$ cat config.mk
export PLATFORM = sky130hd
export DESIGN_NAME = serial_magnitude_comparator_ctrl
export DESIGN_NICKNAME = d
export VERILOG_FILES = /design/src/rtl/serial_cmp_pkg.sv /design/src/rtl/four_bit_comparator.sv /design/src/rtl/serial_magnitude_comparator.sv
export SDC_FILE = /design/constraint.sdc
export NUM_CORES = 1
export LEC_CHECK = 0
export ABC_AREA = 1
export CAP_MARGIN = 20
export CORE_ASPECT_RATIO = 0.5
export CORE_MARGIN = 2
export CORE_UTILIZATION = 45
export CTS_CLUSTER_DIAMETER = 120
export CTS_CLUSTER_SIZE = 30
export DETAILED_ROUTE_END_ITERATION = 6
export GPL_TIMING_DRIVEN = 0
export PLACE_DENSITY = 0.75
export SLEW_MARGIN = 20
export SYNTH_ARGS = -nofsm -noshare
export SYNTH_HDL_FRONTEND = slang
export SYNTH_SLANG_ARGS = --single-unit
$ cat constraint.sdc
create_clock -name clk -period 1.6 [get_ports clk]
set_clock_uncertainty 0.05 [all_clocks]
set_input_delay 0.24 -clock clk [delete_from_list [all_inputs] [get_ports clk]]
set_output_delay 0.24 -clock clk [all_outputs]
set_load 0.02 [all_outputs]
$ cat src/rtl/serial_cmp_pkg.sv
// ---------------------------------------------------------------------------
// serial_cmp_pkg
// Shared definitions for the serial magnitude comparator sequencer:
//   - state encodings for the IDLE/RUN/DONE sequencer
//   - cascade register initial values {g, e, l} = {0, 1, 0}, which means
//     "equal so far" before any nibble has been examined
//   - a one-hot check on a g/e/l triple
// ---------------------------------------------------------------------------
package serial_cmp_pkg;

    localparam logic [1:0] ST_IDLE_ENC = 2'd0;
    localparam logic [1:0] ST_RUN_ENC  = 2'd1;
    localparam logic [1:0] ST_DONE_ENC = 2'd2;

    typedef enum logic [1:0] {
        IDLE = ST_IDLE_ENC,
        RUN  = ST_RUN_ENC,
        DONE = ST_DONE_ENC
    } state_e;

    localparam logic CASC_G_INIT = 1'b0;
    localparam logic CASC_E_INIT = 1'b1;
    localparam logic CASC_L_INIT = 1'b0;

    // True when exactly one of g/e/l is set.
    function automatic logic gel_onehot(input logic g, input logic e, input logic l);
        gel_onehot = ({g, e, l} == 3'b100) || ({g, e, l} == 3'b010) || ({g, e, l} == 3'b001);
    endfunction

endpackage

$ cat src/rtl/four_bit_comparator.sv
// ---------------------------------------------------------------------------
// four_bit_comparator
// Combinational cascadable 4-bit unsigned magnitude comparator slice.
// An unequal nibble decides the result on its own; an equal nibble passes
// the incoming cascade (result of the less significant part) through.
// Ports:
//   a, b                 4-bit operands
//   g_in, e_in, l_in     cascade from less significant nibbles
//   g_out, e_out, l_out  combined result
// ---------------------------------------------------------------------------
module four_bit_comparator (
    input  logic [3:0] a,
    input  logic [3:0] b,
    input  logic       g_in,
    input  logic       e_in,
    input  logic       l_in,
    output logic       g_out,
    output logic       e_out,
    output logic       l_out
);

    // Local nibble decides if unequal, otherwise the cascade passes through.
    always_comb begin
        g_out = 1'b0;
        e_out = 1'b0;
        l_out = 1'b0;
        if (a > b) begin
            g_out = 1'b1;
        end else if (a < b) begin
            l_out = 1'b1;
        end else begin
            g_out = g_in;
            e_out = e_in;
            l_out = l_in;
        end
    end

endmodule

$ cat src/rtl/serial_magnitude_comparator.sv
// ---------------------------------------------------------------------------
// serial_magnitude_comparator_ctrl
// Compares two 4*NIBBLES-bit operands with a single four_bit_comparator
// slice, one nibble per clock, LSB nibble first. Each nibble's g/e/l result
// is registered and fed back as the cascade for the next nibble.
//
// Timing: start accepted in cycle T -> busy on T+1..T+NIBBLES -> done pulse
// with gt/eq/lt valid in T+NIBBLES+1. gt/eq/lt hold until the next accepted
// start. A start in the DONE cycle is accepted (back-to-back compares).
//
// Ports:
//   clk              rising-edge clock
//   rst              synchronous active-high reset
//   start            compare request, ignored while busy
//   a, b             operands, latched on accepted start
//   busy             compare in progress
//   done             one-cycle result-valid pulse
//   gt, eq, lt       A>B, A==B, A<B
//
// Build option: SERIAL_CMP_SIGNED_EN treats operands as two's complement by
// inverting the sign bit of both latched operands (offset binary) before the
// MSB nibble reaches the slice. Undefined: plain unsigned compare.
// ---------------------------------------------------------------------------
module serial_magnitude_comparator_ctrl
    import serial_cmp_pkg::*;
#(
    parameter int NIBBLES = 4
) (
    input  logic                 clk,
    input  logic                 rst,
    input  logic                 start,
    input  logic [4*NIBBLES-1:0] a,
    input  logic [4*NIBBLES-1:0] b,
    output logic                 busy,
    output logic                 done,
    output logic                 gt,
    output logic                 eq,
    output logic                 lt
);

    localparam int W  = 4 * NIBBLES;
    localparam int CW = (NIBBLES > 1) ? $clog2(NIBBLES) : 1;
    localparam logic [CW-1:0] LAST_NIB = CW'(NIBBLES - 1);
    localparam logic [CW-1:0] CNT_ONE  = CW'(1);

    state_e          state_q, state_d;
    logic [CW-1:0]   cnt_q, cnt_d;
    logic [W-1:0]    a_lat_q, a_lat_d;
    logic [W-1:0]    b_lat_q, b_lat_d;
    logic            casc_g_q, casc_g_d;
    logic            casc_e_q, casc_e_d;
    logic            casc_l_q, casc_l_d;
    logic            busy_q, busy_d;
    logic            done_q, done_d;
    logic            gt_q, gt_d;
    logic            eq_q, eq_d;
    logic            lt_q, lt_d;

    logic [W-1:0]    a_eff_s;
    logic [W-1:0]    b_eff_s;
    logic [CW+1:0]   nib_base_s;
    logic [3:0]      a_nib_s;
    logic [3:0]      b_nib_s;
    logic            slice_g_s;
    logic            slice_e_s;
    logic            slice_l_s;

`ifdef SERIAL_CMP_SIGNED_EN
    // Flipping the sign bit maps two's complement onto offset binary, so the
    // unsigned slice then orders the values by their signed meaning. Only the
    // MSB nibble is affected because the mask covers the top bit alone.
    localparam logic [W-1:0] SIGN_MASK = {1'b1, {(W-1){1'b0}}};
    assign a_eff_s = a_lat_q ^ SIGN_MASK;
    assign b_eff_s = b_lat_q ^ SIGN_MASK;
`else
    assign a_eff_s = a_lat_q;
    assign b_eff_s = b_lat_q;
`endif

    // Counter k selects bits [4k+3:4k]; the counter never exceeds NIBBLES-1.
    assign nib_base_s = {cnt_q, 2'b00};
    assign a_nib_s    = a_eff_s[nib_base_s +: 4];
    assign b_nib_s    = b_eff_s[nib_base_s +: 4];

    four_bit_comparator u_slice (
        .a     (a_nib_s),
        .b     (b_nib_s),
        .g_in  (casc_g_q),
        .e_in  (casc_e_q),
        .l_in  (casc_l_q),
        .g_out (slice_g_s),
        .e_out (slice_e_s),
        .l_out (slice_l_s)
    );

    // Next-state and registered-output logic for the IDLE/RUN/DONE sequencer.
    always_comb begin
        state_d  = state_q;
        cnt_d    = cnt_q;
        a_lat_d  = a_lat_q;
        b_lat_d  = b_lat_q;
        casc_g_d = casc_g_q;
        casc_e_d = casc_e_q;
        casc_l_d = casc_l_q;
        busy_d   = 1'b0;
        done_d   = 1'b0;
        gt_d     = gt_q;
        eq_d     = eq_q;
        lt_d     = lt_q;

        case (state_q)
            IDLE, DONE: begin
                // DONE behaves like IDLE for start acceptance so compares can
                // run back to back without a dead cycle.
                if (start) begin
                    state_d  = RUN;
                    busy_d   = 1'b1;
                    cnt_d    = '0;
                    a_lat_d  = a;
                    b_lat_d  = b;
                    casc_g_d = CASC_G_INIT;
                    casc_e_d = CASC_E_INIT;
                    casc_l_d = CASC_L_INIT;
                    gt_d     = 1'b0;
                    eq_d     = 1'b0;
                    lt_d     = 1'b0;
                end else begin
                    state_d  = IDLE;
                end
            end
            RUN: begin
                casc_g_d = slice_g_s;
                casc_e_d = slice_e_s;
                casc_l_d = slice_l_s;
                if (cnt_q == LAST_NIB) begin
                    // The result of the MSB nibble is the final answer; load
                    // the outputs now so they appear with the done pulse.
                    state_d = DONE;
                    cnt_d   = '0;
                    done_d  = 1'b1;
                    gt_d    = slice_g_s;
                    eq_d    = slice_e_s;
                    lt_d    = slice_l_s;
                end else begin
                    cnt_d   = cnt_q + CNT_ONE;
                    busy_d  = 1'b1;
                end
            end
            default: begin
                state_d = IDLE;
            end
        endcase
    end

    // Sequencer and datapath registers with synchronous reset.
    always_ff @(posedge clk) begin
        if (rst) begin
            state_q  <= IDLE;
            cnt_q    <= '0;
            a_lat_q  <= '0;
            b_lat_q  <= '0;
            casc_g_q <= CASC_G_INIT;
            casc_e_q <= CASC_E_INIT;
            casc_l_q <= CASC_L_INIT;
            busy_q   <= 1'b0;
            done_q   <= 1'b0;
            gt_q     <= 1'b0;
            eq_q     <= 1'b0;
            lt_q     <= 1'b0;
        end else begin
            state_q  <= state_d;
            cnt_q    <= cnt_d;
            a_lat_q  <= a_lat_d;
            b_lat_q  <= b_lat_d;
            casc_g_q <= casc_g_d;
            casc_e_q <= casc_e_d;
            casc_l_q <= casc_l_d;
            busy_q   <= busy_d;
            done_q   <= done_d;
            gt_q     <= gt_d;
            eq_q     <= eq_d;
            lt_q     <= lt_d;
        end
    end

    assign busy = busy_q;
    assign done = done_q;
    assign gt   = gt_q;
    assign eq   = eq_q;
    assign lt   = lt_q;

endmodule

# After elaboration in Yosys (flattened, before gate mapping)
# Cells that the tools add are included.
[classes] addsub=1 multipliers=0 div_mod_pow=0 magnitude_cmp=2 n_eq_ne=5 n_shift=2 mux=27 bitwise=1 n_reduce_logical=7
[ops] op="16-bit by 5-bit variable part select with 4-bit output" n=2
[ops] op="1-bit 2-to-1 mux" n=15
[ops] op="1-bit one-hot mux with 2 select lines" n=7
[ops] op="2-bit one-hot mux with 2 select lines" n=2
[ops] op="2-bit 2-to-1 mux" n=3
[ops] op="2-bit == test (second input constant)" n=2
[ops] op="4-bit greater-than comparator" n=1
[ops] op="4-bit < comparator" n=1
[ops] op="2-bit != test (second input constant)" n=2
[ops] op="2-bit AND reduction" n=2
[ops] op="2-bit OR reduction" n=2
[ops] op="3-bit AND reduction" n=1
[ops] op="2-bit by 1-bit adder with 2-bit output (second input constant)" n=1
[ops] op="2-bit by 1-bit == test with 1-bit output (second input constant)" n=1
[ops] op="2-bit zero test" n=1
[ops] op="2-bit nonzero test" n=1
[ops] op="1-bit inverter" n=1
[totals] register_bits=44 latch_bits=0 ramBits=0 rom_bits=0 in_bits=35 output_inout_bits=5 wordCells=57 mem_count=0

# Logic depth before layout (Yosys ltp)
# Gate-level depths: netlist of the first run.
[depth] depth_word=6 depth_mapped=14 mapped_depth_nobuf=12

# Hierarchy
# From an unflattened synthesis of the first run, not the netlist that was laid out.
[unflattened] hier_cells=270 area_unflattened_um2=1936.9
[modules_own_cells] module="serial_magnitude_comparator_ctrl" instances=1 cells_per_inst=245 area_per_inst_um2=1798.0 seq_area_each_um2=880.8
[modules_own_cells] module="four_bit_comparator" instances=1 cells_per_inst=25 area_per_inst_um2=138.9 seq_area_each_um2=0.0

# Worst setup path before layout of the first run
# Ideal clock, no wire load.
[synth_timing] path_kind="reg2reg" start="reg cnt_q[0]" end="reg eq_q, in the netlist eq" setup_ns=0.070 t_arrival_ns=1.659 required_ns=1.480 setup_slack_ns=-0.179 stages_incl_launch_ff=11 n_path_buf=2 period_less_slack_ns=1.779 cell_sequence="dfxtp_1 buf_4 buf_4 nand2_1 a32o_1 ha_1 nand2_1 nor2_1 and3_1 nand2_1 a21oi_1"
[synth_via] elab_chain_cells=6 elab_cells_between_ends=11 classes_between="order compare (2); eq/ne (2); shift (2); mux (4); reduce/logical (1)"
[synth_rtl] item="from (decl)" line_no="serial_magnitude_comparator.sv:47" text="logic [CW-1:0] cnt_q, cnt_d;"
[synth_rtl] item="from (signal assigned)" line_no="serial_magnitude_comparator.sv:172" text="cnt_q <= cnt_d;"
[synth_rtl] item="16-bit by 5-bit variable part select with 4-bit output, on equally long branches" line_no="serial_magnitude_comparator.sv:82, serial_magnitude_comparator.sv:83"
[synth_rtl] item="4-bit < comparator" line_no="four_bit_comparator.sv:29" text="end else if (a < b) begin"
[synth_rtl] item="1-bit 2-to-1 mux" line_no="four_bit_comparator.sv:29"
[synth_rtl] item="1-bit 2-to-1 mux" line_no="four_bit_comparator.sv:27" text="if (a > b) begin"
[synth_rtl] item="1-bit 2-to-1 mux" line_no="serial_magnitude_comparator.sv:135" text="if (cnt_q == LAST_NIB) begin"
[synth_rtl] item="1-bit one-hot mux with 2 select lines" line_no="serial_magnitude_comparator.sv:111" text="case (state_q)"
[synth_rtl] item="to (signal assigned)" line_no="serial_magnitude_comparator.sv:181" text="eq_q <= eq_d;"
[synth_rtl] item="to (decl)" line_no="serial_magnitude_comparator.sv:56" text="logic eq_q, eq_d;"
# Parallel ways exist; a longest one is shown, timed or not. The select of a mux whose other input is x is not followed.
# A chain may end at the register's enable or synchronous reset.

# Final worst setup path of the first run
# Same ends and word-level chain as after synthesis.

==> results, run 1 <==
- The flow ran to the end, but the final reports show violations.
- The final reports fail on setup timing.
- The final critical-path share of the clock period is 121%.
- Across all setup checks in the final design, the least slack found is -0.329 ns.
- For the pin with the worst max-slew slack, the measured transition is 0.215 ns.
- The tree is rooted in a clkbuf_8.
- The floorplan step defined a die boundary enclosing 0.00482 mm2.
- The ratio of routed vias to standard cells is 5.23.
- The clock tree synthesis step divided the H-tree into 2 levels.
- The number of nets in the synthesized netlist is 293.
- Wires add up to 5040 um.
- The worst relative slew slack is 85.5%.
- Of all nets on the critical path, the largest fanout is 9.
- The part of the total power dissipated in the clock network is 25.2%.
- The minimum clock period is 1.93 ns.
- The total overflow left after global routing is 0.
- After the first detailed-routing iteration, the DRC count stood at 78.
- The count of cell types in the netlist is 21.
- The repair_antennas step left the layout with diodes totalling 0.
- Once layout is done, the placed cells without fillers occupy 0.00265 mm2.
- Before antenna repair, the detailed router went through 4 iterations.
- The cell type contributing the most total cell area after synthesis is dfxtp_1.
- The maximum buffer depth of the clock tree is 2.
- The routed wire length per instance is 14.1 um.
- Sorting the synthesized cells by area gives the leading types as dfxtp_1 (46%), nor2_1 (15%), o21ai_0 (8.1%).
- The share of synthesized registers carrying an async set or reset is 0%.
- The critical path goes through buf_8 > inv_8 > buf_12 > nor2_1 > o22ai_1 > ha_1 > nand2_4 > nor2_4 > and3_4 > nand2_2 > a21oi_2.
- In this run switching power makes up 30.6% of total power.
- The share of final-layout standard cells stronger than drive strength 1 is 20.1%.
- Counting cells, the worst reg-to-reg path comes to 11.
- The flip-flop and latch count after synthesis is 44.
- The floorplan has 16 rows.
- The cell depth of the worst min-delay path is 2.
- The total routing resource utilization after global routing is 22.5%.
- The design draws 0.00264 W.
- The static leakage is 1.07 nW.
- The final antenna-violating net count is 0.
- Setup violations remaining at the end of the flow were counted as 6.
- The final number of max-transition violations is 0.
- In this design, the stage delay of the slowest critical-path cell is 0.35 ns.
- The most instantiated flip-flop cell in the synthesis netlist is dfxtp_1.
- The warning count from the yosys run is 0.
- On the critical path, the stage with the largest delay is an instance of dfxtp_2.
- The number of hold violations in the final report is 0.
- The first global-routing pass estimated 8160 um of wire.
- The highest clock frequency the design can meet is 0.518 GHz.
- The worst slack after detailed placement is -0.339 ns.
- The worst hold path class is input port to register.
- The net switching power of the design is 0.000810 W.
- STA classifies the critical path startpoint as a register.
- The portion of the post-synthesis area used by sequential elements is 46.0%.
- In the routed design, unresolved DRC markers number 0.
- The total power per unit cell area is 999 mW/mm2.
- The post-placement cell area is 0.00238 mm2.
- Cells fill 66.4% of the core in the end.
- After floorplanning, the core was sized to cover 0.00398 mm2.
- Detailed placement finished with a half-perimeter wire length of 3270 um.
- Ranked by instance count, the synthesized netlist is headed by nor2_1 (75), dfxtp_1 (44), o21ai_0 (31).
- The area fraction of the dominant cell type after synthesis is 46.0%.
- The data arrival at the endpoint of the critical path is 2.12 ns.
- The tool flagged a number of max-cap violations equal to 0.
- The internal cell power is 0.00183 W.
- The number of placed instances with taps included is 345.
- Synthesis produced 253 cells.
- Clock-pin slew was measured on the worst setup and hold paths at 0.08 ns.
- STA classifies the critical path endpoint as a register.
- The reg-to-reg setup timing slack is -0.33 ns.
- The TritonCTS clock tree is done.
- The number of antenna violations at the first check in global routing is 0.
- 40 I/O pins were placed.
- Per report_power, the sequential group accounts for 47.0% of the total.
- The initial utilization of the core area, before any placement, comes to 48.1%.
- Input and output buffers added on the ports amount to 38.
- Setup repair after global routing could not meet its margin everywhere.
- The later pin in the worst-skew pair is clocked with a latency of 0.30 ns.
- The mean post-synth cell area is 7.57 um2.
- Counting flops with a built-in enable in the synthesized netlist gives 0.
- Entering global routing, the biggest net connects 13 pins.
- The finished layout holds 357 standard cells, fillers aside.
- The number of clock buffers added by TritonCTS is 5.
- Across the VDD grid, the largest voltage drop is 0.622 mV.
- For this design, the sink count on the clock tree is 44.
- For the worst setup path, the data required time is 1.79 ns.
- The die width is 96.2 um.
- The synthesis-to-finish area growth is 38.2%.
- The global placer's final weighted congestion is 0.764.
- The most numerous cell in the Yosys netlist is nor2_1.
- The final route contains 1868 vias.
- Of the total power, combinational logic draws 27.8%.
- The start-to-end type of the worst setup path is register to register.
- For this run, the post-layout net count is 343.
- The overall die height is 50.1 um.
- The via count of the first global-routing pass was 1764.
- After synthesis the cells add up to 0.00191 mm2.
-- registers in the layout, indices dropped and copies added, names as in the netlist --
| name | cells |
|---|---|
| a_eff_s | 16 |
| b_eff_s | 16 |
| busy | 1 |
| casc_e_q | 1 |
| casc_g_q | 1 |
| casc_l_q | 1 |
| cnt_q | 2 |
| done | 1 |
| eq | 1 |
| gt | 1 |
| lt | 1 |
| state_q | 2 |
-- cell type report --
type	instances	area [um2]
timing repair buffer	43	419
fill	331	1340
buffer	15	146
clock inverter	1	5.00
clock buffer	6	72.6
tap	54	67.6
multi-input combinational	183	998
sequential	44	886
inverter	11	51.3
-- worst paths after layout --
check            from       end
max          cnt_q[0]        eq
min               rst  casc_l_q
max reg2reg  cnt_q[0]        eq
min reg2reg  casc_g_q  casc_g_q
-- per-stage QoR --
stage	hold slack, ns	setup TNS [ns]
6_report	0.171	-1.77
3_3_place_gp	0.401	-1.61
4_1_cts	0.159	-1.36
2_1_floorplan	0.335	-0.398
5_1_grt	0.169	-2.28
3_5_place_dp	0.405	-1.74
-- kinds of logic (layout without fill, tap and decap cells) --
family	Yosys count	count (layout)	share of synthesized area, %
AO/OA/AOI/OAI	68	68	19.3
AND/OR/NAND/NOR	110	110	22.7
flip-flops	44	44	46.0
buffers and inverters	26	76	8.76
adder cells (fa/ha/maj)	5	5	3.27
-- metal layers --
layer / GRT usage [%] / vias up / part of all wire (%)
met5: 0 / - / 0
met4: 4.52 / 0 / 0.69
met3: 6.73 / 6 / 7.4
met2: 36.3 / 55 / 46
met1: 29.9 / 876 / 46
li1: - / 931 / -
-- timing repair --
action,4_1_cts,5_1_grt
buffers inserted,4,0
pin swaps,9,8
gates cloned,1,0
endpoints found under the setup margin,6,6
resized for setup,21,16
hold buffers,0,0
-- placed cells by master, fill, tap and decap left out, types with 3 or more instances in the layout --
cell,count
nor2_1,71
dfxtp_1,42
clkdlybuf4s50_1,38
nand2_1,25
o21ai_0,24
o21ai_1,16
a21oi_1,13
buf_6,8
buf_2,6
inv_1,5
clkbuf_8,5
buf_4,4
nand2_2,4
inv_2,4
a32o_1,3
o21ai_2,3
o22ai_2,3
nor2_4,3
a21oi_2,3
ha_4,3
-- power groups by stage --
stage	Clock (W)	Sequential [W]	Combinational, W
2_1_floorplan	0	0.00126	0.000367
3_3_place_gp	0	0.00126	0.000544
3_5_place_dp	0	0.00126	0.000559
4_1_cts	0.000673	0.00124	0.000659
5_1_grt	0.000713	0.00125	0.000812
6_report	0.000668	0.00124	0.000735
-- worst max-delay path, delay by kind of cell, from the launching register on --
kind / cells / cell delay, ns
adder cells (fa/ha/maj): 1 / 0.32
buffers and inverters: 3 / 0.33
AND/OR/NAND/NOR: 5 / 0.60
AO/OA/AOI/OAI: 2 / 0.22
flip-flops: 1 / 0.35
(Power assumes the default switching activity.)
==> inputs of run 2 (changes only) <==
- TNS_END_PERCENT: unset -> 30
==> run 2 against run 1 <==
- the flow still finishes with violations (setup timing)
- sequential power about the same
- power rose by 15%
- largest power group unchanged
- critical path type unchanged
- count of clock-buffer cells in the layout is 1 lower
==> results, run 2 (same netlist as run 1, synthesis figures left out) <==
- The number of DRC markers in iteration 0 is 142 (+82%).
- The minimum clock period is 1.94 ns (+0.0113 ns).
- The number of cell rows was 16 (unchanged).
- The flip-flop and latch area came to 886 um2 (unchanged).
- The worst setup path is launched from a register.
- The worst register-to-register path begins at cnt_q[0].
- The total clock sinks is 44 (unchanged).
- In this run the critical register-to-register path is captured at eq.
- The maximum VDD drop is 0.712 mV (+15%).
- The first-pass iteration count of the detailed router is 4 (unchanged).
- The static leakage is 1.14 nW (+6.3%).
- The DRC violation count after routing was 0 (unchanged).
- The library cell used most frequently in the layout, excluding fill and tap cells, is nor2_1.
- The number of hold violations in the final report was 0 (unchanged).
- The worst hold path class is input port to register.
- The ratio of routed vias to standard cells is 5.20 (-0.53%).
- The total routing resource utilization after global routing was 21.8% (-0.72 points).
- The worst-margin pin slew is 0.237 ns (+0.0223 ns).
- The insertion delay to the later sink of the worst-skew pair came to 0.30 ns (about the same).
- Leaving out fill and tap cells, the most frequent cells in the layout are nor2_1 (71), dfxtp_1 (42), clkdlybuf4s50_1 (38).
- By startpoint and endpoint, the worst setup path is classified as register to register.
- The clock buffer count from CTS is 5 (unchanged).
- The critical path goes through buf_8 > clkinv_8 > buf_16 > o21ai_2 > o22ai_2 > ha_4 > nand2_4 > nor2_4 > and3_4 > nand2_4 > a21oi_2.
- The reg-to-reg setup timing slack is -0.34 ns (about the same).
- The flow ran to the end, but the final reports show violations.
- The TritonCTS clock tree is done.
- The final setup slack of the worst path is -0.341 ns (-0.0113 ns).
- The detailed-route wire length is 5240 um (+3.8%).
- The H-tree depth was 2 (unchanged).
- The largest driver fanout on the critical path is 7 (-2).
- The path depth of the worst reg2reg path is 11 (unchanged).
- The total I/O pin count is 40 (unchanged).
- The global-route wire length before repair is 7920 um (-3.0%).
- The highest cell delay on the worst timing path is 0.35 ns (about the same).
- The area of the multi-input gates was 0.00103 mm2 (+3.0%).
- The number of inserted filler cells in the final layout is 315 (-4.8%).
- The overall die height came to 50.1 um (unchanged).
- The overall die area came to 0.00482 mm2 (unchanged).
- The cell depth of the worst min-delay path is 2 (unchanged).
- The number of buffer cells added on primary ports is 38 (unchanged).
- Setup repair after global routing could not meet its margin everywhere.
- For this design, the slowest cell found on the critical path is dfxtp_2.
- The via count of the first global-routing pass is 1742 (-1.2%).
- The largest net degree at the start of global routing came to 14 (+1).
- The number of diodes is 0 (unchanged).
- The final number of setup-violating endpoints is 6 (unchanged).
- The total global routing overflow was 0 (unchanged).
- The max capacitance violation total is 0 (unchanged).
- The maximum buffer depth of the clock tree came to 2 (unchanged).
- The total power per unit cell area came to 1100 mW/mm2 (+9.6%).
- The synthesis-to-finish area growth is 45.5%.
- The final number of max-transition violations is 0 (unchanged).
- The global placer's final weighted congestion is 0.812 (+6.3%).
- The worst hold path endpoint is casc_l_q.
- The number of nets in the layout came to 347 (+1.2%).
- The highest clock frequency the design can meet is 0.515 GHz (-0.58%).
- The clock slew seen by the registers of the worst setup and hold paths is 0.08 ns (about the same).
- The total core area is 0.00398 mm2 (unchanged).
- The routed wire length per instance is 14.5 um (+2.7%).
- The worst relative slew slack came to 84.0% (-1.5 points).
- The total negative slack is -1.71 ns (+0.0585 ns).
- The final antenna-violating net count is 0 (unchanged).
- The startpoint identified for the worst hold timing path is rst.
- The final critical-path share of the clock period is 121% (+0.71 points).
- The post-detailed-placement half-perimeter wirelength is 3260 um (-0.36%).
- The checks that failed: setup timing.
- The share of final-layout standard cells stronger than drive strength 1 is 26.4% (+6.3 points).
- The number of antenna violations at the first check in global routing came to 0 (unchanged).
- The initial standard-cell utilization of the core came to 48.1% (unchanged).
- The dominant cell type by count on the critical path is nand2_4.
- The category of the worst setup path capture point is a register.
- In this run the clock root is driven by a clkbuf_8.
- The overall via count from detail_route is 1879 (+0.59%).
- The required time of the critical path is 1.79 ns (about the same).
- The data arrival at the endpoint of the critical path was 2.13 ns (about the same).
- The worst slack after detailed placement is -0.331 ns (+0.00778 ns).
- The die width is 96.2 um (unchanged).
[run 2: worst max path at each step]
stage	startpoint	endpoint	depth (start not counted)	slack, ns
2_1_floorplan	cnt_q[0]	eq	10	-0.09
3_3_place_gp	cnt_q[1]	eq	9	-0.32
3_5_place_dp	cnt_q[1]	eq	9	-0.33
4_1_cts	cnt_q[0]	eq	11	-0.31
5_1_grt	cnt_q[0]	eq	11	-0.41
6_report	cnt_q[0]	eq	11	-0.34
[run 2: timing repair]
| action | in CTS | in global routing |
|---|---|---|
| pin swaps | 14 | 18 |
| setup buffers | 5 | 2 |
| gates cloned | 2 | 0 |
| gates resized for setup | 22 | 33 |
| hold buffers | 0 | 0 |
| setup endpoints to repair | 6 | 6 |
[run 2: per-layer routing]
metal  up-vias  GRT usage [%]  part of all wire, %
met5         -              0                    0
met2        67           34.3                   46
met4         0           4.29                  2.0
met1       867           30.7                   44
li1        934              -                    -
met3        11           5.05                  7.9
[run 2: through the flow]
step	cell area [um2]	utilization [%]	hold WS [ns]	total power (W)	instances
2_1_floorplan	1930	-	0.335	0.00162	253
3_3_place_gp	2380	59.7	0.401	0.00180	345
3_5_place_dp	2380	59.7	0.403	0.00182	345
4_1_cts	2640	66.4	0.167	0.00288	359
5_1_grt	2790	69.9	0.178	0.00318	361
6_report	2790	69.9	0.167	0.00305	361
[run 2: area by class of cell]
| class | count | share of cell area [%] |
|---|---|---|
| clock inverters | 2 | 2.16 |
| flip-flops and latches | 44 | 31.8 |
| clock buffers | 5 | 2.47 |
| plain buffers | 15 | 5.21 |
| inverters | 11 | 2.02 |
| multi-input cells | 183 | 36.9 |
| well taps | 54 | 2.43 |
| repair buffers | 47 | 17.0 |
[run 2: where the power goes]
group,leakage [nW],total (W),switching (W),internal (W)
clock network,0.0642,0.000993,0.000378,0.000615
logic,0.710,0.000815,0.000422,0.000393
registers,0.365,0.00124,0.0000578,0.00119
[run 2: critical path: cells and delay by family (launching register included)]
kind            cells  cell delay (ns)
compound gates      3             0.40
fa+ha+maj           1             0.29
buf+inv             3             0.36
flops               1             0.35
simple gates        4             0.43
